===== config.mk =====
export PLATFORM = sky130hd
export DESIGN_NAME = dmr_commit_ctrl
export DESIGN_NICKNAME = d
export VERILOG_FILES = /design/src/rtl/dmr_commit_ctrl.sv
export SDC_FILE = /design/constraint.sdc
export NUM_CORES = 1
export LEC_CHECK = 0
export ABC_CLOCK_PERIOD_IN_PS = 3000
export CAP_MARGIN = 20
export CORE_MARGIN = 2
export CORE_UTILIZATION = 39
export CTS_BUF_LIST = sky130_fd_sc_hd__clkbuf_8 sky130_fd_sc_hd__clkbuf_16
export CTS_CLUSTER_SIZE = 40
export DETAILED_ROUTE_END_ITERATION = 10
export PLACE_DENSITY = 0.87
export SETUP_SLACK_MARGIN = 0.15
export SLEW_MARGIN = 20
export SYNTH_ARGS = -nofsm -noshare
export SYNTH_HDL_FRONTEND = slang
export SYNTH_SLANG_ARGS = --single-unit
export TNS_END_PERCENT = 50

===== constraint.sdc =====
create_clock -name clk_i -period 3 [get_ports clk_i]
set_input_delay 0.3 -clock clk_i [delete_from_list [all_inputs] [get_ports clk_i]]
set_output_delay 0.3 -clock clk_i [all_outputs]
set_load 0.01 [all_outputs]

===== src/rtl/dmr_commit_ctrl.sv =====
`default_nettype none
// ============================================================================
// Module  : dmr_commit_ctrl
// Brief   : Dual-modular-redundant commit controller. It compares the memory
//           requests of two lock-stepped cores, issues one memory access when
//           they agree, and raises a sticky fault when they disagree or drift
//           apart. Optional error counter: define DMR_ERR_CNT_EN.
// Revision: 1.0 - initial release
// ============================================================================
module dmr_commit_ctrl #(
    parameter int ADDR_WIDTH = 32,
    parameter int DATA_WIDTH = 32,
    parameter int MAX_SKEW   = 4,
    parameter int CNT_WIDTH  = 8
) (
    input  logic                  clk_i,
    input  logic                  rst_i,
    input  logic                  a_req_i,
    input  logic                  a_we_i,
    input  logic [ADDR_WIDTH-1:0] a_addr_i,
    input  logic [DATA_WIDTH-1:0] a_wdata_i,
    input  logic                  b_req_i,
    input  logic                  b_we_i,
    input  logic [ADDR_WIDTH-1:0] b_addr_i,
    input  logic [DATA_WIDTH-1:0] b_wdata_i,
    output logic                  a_gnt_o,
    output logic                  b_gnt_o,
    output logic                  mem_req_o,
    output logic                  mem_we_o,
    output logic [ADDR_WIDTH-1:0] mem_addr_o,
    output logic [DATA_WIDTH-1:0] mem_wdata_o,
    input  logic                  mem_gnt_i,
    input  logic                  recover_i,
    output logic                  mismatch_o,
    output logic                  fault_o,
    output logic [CNT_WIDTH-1:0]  err_cnt_o
);

    localparam int SKEW_W = (MAX_SKEW < 2) ? 1 : $clog2(MAX_SKEW + 1);

    typedef enum logic [2:0] {
        S_IDLE  = 3'd0,
        S_SKEW  = 3'd1,
        S_ISSUE = 3'd2,
        S_GRANT = 3'd3,
        S_FAULT = 3'd4
    } state_t;

    state_t            r_state;
    logic [SKEW_W-1:0] r_skew_cnt;

    logic w_match;
    logic w_both;
    logic w_one;
    logic w_cmp_state;
    logic w_skew_expired;
    logic w_to_issue;
    logic w_to_fault;

    // Write data only takes part in the comparison for writes.
    assign w_match = (a_we_i == b_we_i) && (a_addr_i == b_addr_i) &&
                     (!a_we_i || (a_wdata_i == b_wdata_i));
    assign w_both         = a_req_i & b_req_i;
    assign w_one          = a_req_i ^ b_req_i;
    assign w_cmp_state    = (r_state == S_IDLE) || (r_state == S_SKEW);
    assign w_skew_expired = (r_skew_cnt >= SKEW_W'(MAX_SKEW - 1));
    assign w_to_issue     = w_cmp_state && w_both && w_match;
    // A lone request faults on cycle MAX_SKEW; with MAX_SKEW=1 straight from IDLE.
    assign w_to_fault = (w_cmp_state && w_both && !w_match) ||
                        ((r_state == S_IDLE) && w_one && (MAX_SKEW <= 1)) ||
                        ((r_state == S_SKEW) && !w_both && w_skew_expired);

    always_ff @(posedge clk_i or posedge rst_i) begin
        if (rst_i) begin
            r_state     <= S_IDLE;
            r_skew_cnt  <= '0;
            a_gnt_o     <= 1'b0;
            b_gnt_o     <= 1'b0;
            mem_req_o   <= 1'b0;
            mem_we_o    <= 1'b0;
            mem_addr_o  <= '0;
            mem_wdata_o <= '0;
            mismatch_o  <= 1'b0;
            fault_o     <= 1'b0;
        end else begin
            mismatch_o <= w_to_fault;
            case (r_state)
                S_IDLE, S_SKEW: begin
                    if (w_to_issue) begin
                        r_state     <= S_ISSUE;
                        r_skew_cnt  <= '0;
                        mem_req_o   <= 1'b1;
                        mem_we_o    <= a_we_i;
                        mem_addr_o  <= a_addr_i;
                        mem_wdata_o <= a_wdata_i;
                    end else if (w_to_fault) begin
                        r_state    <= S_FAULT;
                        r_skew_cnt <= '0;
                        fault_o    <= 1'b1;
                    end else if (r_state == S_SKEW) begin
                        r_skew_cnt <= r_skew_cnt + SKEW_W'(1);
                    end else if (w_one) begin
                        r_state    <= S_SKEW;
                        r_skew_cnt <= SKEW_W'(1);
                    end
                end
                S_ISSUE: begin
                    if (mem_gnt_i) begin
                        r_state   <= S_GRANT;
                        mem_req_o <= 1'b0;
                        a_gnt_o   <= 1'b1;
                        b_gnt_o   <= 1'b1;
                    end
                end
                S_GRANT: begin
                    r_state <= S_IDLE;
                    a_gnt_o <= 1'b0;
                    b_gnt_o <= 1'b0;
                end
                S_FAULT: begin
                    if (recover_i) begin
                        r_state <= S_IDLE;
                        fault_o <= 1'b0;
                    end
                end
                default: begin
                    r_state <= S_IDLE;
                end
            endcase
        end
    end

`ifdef DMR_ERR_CNT_EN
    logic [CNT_WIDTH-1:0] r_err_cnt;

    always_ff @(posedge clk_i or posedge rst_i) begin
        if (rst_i) begin
            r_err_cnt <= '0;
        end else if (w_to_fault && (r_err_cnt != {CNT_WIDTH{1'b1}})) begin
            r_err_cnt <= r_err_cnt + CNT_WIDTH'(1);
        end
    end

    assign err_cnt_o = r_err_cnt;
`else
    assign err_cnt_o = '0;
`endif

endmodule
`default_nettype wire


==> flow_summary.toml <==
[detailed_routing]
first_pass_iters = 4
avgRoutedWirePerCell_um = 15.9
via_count = 3056
drt_wl_total_mm = 10.1
ant_nets = 0
drt-initial-drc-count = 64
drc = 0
via_per_inst = 4.81

[hold_path]
hold_class = "in -> async"

[worst_setup_path]
required_ps = 3210
crit_path_end_kind = "register"
rr_worst_depth = 4
critPathLaunchType = "input port"
critical_path_class = "in -> reg"
worstPathMaxFanout = 38
rr_endpoint = "mem_wdata_o[23]"
worst_ep_arrival_time_ps = 2930
regToRegStartpoint = "r_state[2]"
reg2reg_slack_ps = 980

[layout]
syn2layout_area_growth_pct = 64.1
drive_gt1_frac = 0.101
insertedDiodeCount = 0
fillCellCount = 746
layout.nets = 641

[global_routing]
grt_pass1_vias = 3173
grt_pass1_wl_mm = 15.5
grt.total_usage = 0.195
antenna_found_initial = 0
grt_max_degree = 39
grt-ovfl-total = 0

[timing]
rsz0062_at_grt = "false"
drv_slew = 0
worst_pin_slew_ps = 604
holdWs_ps = 350
skew_ps = 12.4
finalHoldViolCount = 0
timing.slew.headroom = 0.596
finalSetupViolations = 0
min_period_over_period = 0.907
finalCriticalPeriod_ps = 2720
fmax_ghz = 0.368
worst_slack_ps = 280

[logic_synthesis]
syn-instance-count = 291
synth_cell_type_count = 36
syn_area_um2 = 3750
synth_top_area_cell = "dfrtp_1"
yosysSeqAreaShare = 0.501
yosys_register_bits = 75
synthMuxAreaShare = 0.195
synthAdderAreaFrac = 0.0100
synth_top_family_by_area = "multiplexers"
yosysWarnings = 0
yosys.area_share.simple = 0.0608
avgSynthCellArea_um2 = 12.9
yosys-top-cells-area = "dfrtp_1 (50%), mux2_1 (12%), xnor2_1 (11%)"
synth_xor_area_frac = 0.152
synth-compound-area-share = 0.0381
synth_top_area_share = 0.501

[pwr]
p_int_mw = 1.78
power.total_mw = 2.40
combPwrFrac = 0.206
irDropWorstVdd_mv = 0.266
total_leakage_power_nw = 2.69
p_sw_uw = 625
p_per_area_nw_per_um2 = 391
seqPwrFrac = 0.456
p_clk_frac = 0.338
p_sw_frac = 0.260

[cts]
cts_max_level = 3
clk_pin_slew_ps = 90
hold_buffers = 0
numCtsBuffers = 9
clock_latency_ps = 340
clockRootBuffer = "clkbuf_8"
cts_setup_buffers = 0
numClockSinks = 75
cts_tree = "built"
clock_path_buffers = 2

[run_status]
outcome = "finished, final reports clean"

[die]
core_um2 = 9280
core.rowCount = 35
die_area_um2 = 10400
io_pins = 214
die_x_um = 102
initial_core_util = 0.404
die_h_um = 102

[placed_design]
place_congestion = 0.791
place_hpwl_mm = 8.32
dpl_worst_slack_ps = -309
portBuffers = 205

[job]
maxCapViolations = 0
power groups by stage:
| stage | sequential, mW | combinational, mW | clock [mW] |
|---|---|---|---|
| final | 1.10 | 0.495 | 0.811 |
| after global placement | 1.11 | 0.481 | 0 |
| after CTS | 1.10 | 0.498 | 0.841 |
| after global routing | 1.10 | 0.548 | 0.884 |
| after detailed placement | 1.11 | 0.494 | 0 |
| after floorplan | 1.10 | 0.233 | 0 |
state kept, by name, summed over array words and instances, names as in the netlist:
signal	count
b_gnt_o	1
fault_o	1
mem_addr_o	32
mem_req_o	1
mem_wdata_o	32
mem_we_o	1
mismatch_o	1
r_skew_cnt	3
r_state	3
worst max-delay path: stages:
cell	delay, ps
clkdlybuf4s50_1	440
xnor2_1	200
nand4_1	190
nor4_2	480
a21boi_1	210
nor4b_4	450
buf_12	270
mux2_1	360
logic make-up (layout without fill, tap and decap cells):
group,count (synthesis),in the layout
AND/OR/NAND/NOR,38,38
other,1,8
adder cells (fa/ha/maj),3,3
XOR/XNOR,65,65
multiplexers,65,65
buffers and inverters,23,232
AO/OA/AOI/OAI,21,21
flip-flops,75,75
stage by stage:
step	std cells	area [um2]	util	setup TNS (ps)
final	636	6150	0.662	0
after global routing	636	6150	0.662	0
after CTS	636	6140	0.661	0
after floorplan	298	3770	-	0
after detailed placement	620	5920	0.638	-17880
after global placement	620	5920	0.638	-22300
worst max-delay path by stage:
stage | start | to | slack [ps] | depth (start not counted)
floorplan | rst_i | b_gnt_o | 790 | 1
global placement | a_wdata_i[30] | mem_wdata_o[1] | -360 | 8
detailed placement | a_wdata_i[30] | mem_wdata_o[1] | -310 | 8
CTS | a_wdata_i[30] | mem_wdata_o[0] | 210 | 8
global route | a_wdata_i[14] | mem_wdata_o[22] | 160 | 9
finish | a_wdata_i[11] | mem_wdata_o[23] | 280 | 8
cell usage after synthesis:
cell type and instances:
dfrtp_1 75, mux2_1 39, a21boi_0 1, nor2b_1 2
ha_1 3, nor2_1 4, clkbuf_1 1, nand3_1 1
nor3_1 1, a21oi_1 5, o21ai_0 4, buf_2 2
buf_4 10, inv_1 6, buf_6 4, o31ai_1 1
nor4b_2 1, xnor2_1 49, mux2_2 26, a211o_1 2
o22ai_1 1, nand2b_1 1, xor2_1 16, nand2_1 5
a22oi_1 1, nor4_1 7, a22o_1 1, o221ai_1 1
nor4b_1 1, nand4_1 13, nand3b_1 1, conb_1 1
o22a_1 2, and3b_1 1, a32oi_1 1, a21boi_1 1
layout by cell type, fill, tap and decap left out, types with 2 or more instances in the layout:
master           netlist  routed
nor4_1                 7       6
buf_4                 10       3
buf_12                 0       2
mux2_1                39      39
o21ai_0                4       4
nand2_1                5       5
a21oi_1                5       5
nor2b_1                2       2
conb_1                 1       8
clkdlybuf4s50_1        0     205
o22a_1                 2       2
mux2_2                26      26
xnor2_1               49      48
a211o_1                2       2
dfrtp_1               75      75
nor2_1                 4       4
ha_1                   3       3
xor2_1                16      16
clkbuf_8               0      11
nand4_1               13      13
inv_1                  6       5
layout make-up:
| cell class | count | area (um2) | share of cell area |
|---|---|---|---|
| timing repair buffer | 210 | 2110 | 0.344 |
| clock buffer | 11 | 151 | 0.0246 |
| inverter | 6 | 22.5 | 0.00366 |
| multi-input combinational | 200 | 1760 | 0.287 |
| sequential | 75 | 1880 | 0.305 |
| tap | 129 | 161 | 0.0263 |
| clock inverter | 5 | 60.1 | 0.00977 |
per-layer routing:
metal  routed length (um)  part of all wire  vias to the layer above  global-route usage
li1                     -                 -                     1433                   -
met1                 4080              0.40                     1484               0.231
met2                 5180              0.51                      129               0.346
met3                  724             0.072                       10              0.0513
met4                  134             0.013                        0              0.0636
met5                    0                 0                        -                   0
what timing repair did:
item	CTS	global route
setup endpoints to repair	65	42
resized for setup	1	1
pin swaps	0	0
(Power assumes the default switching activity.)
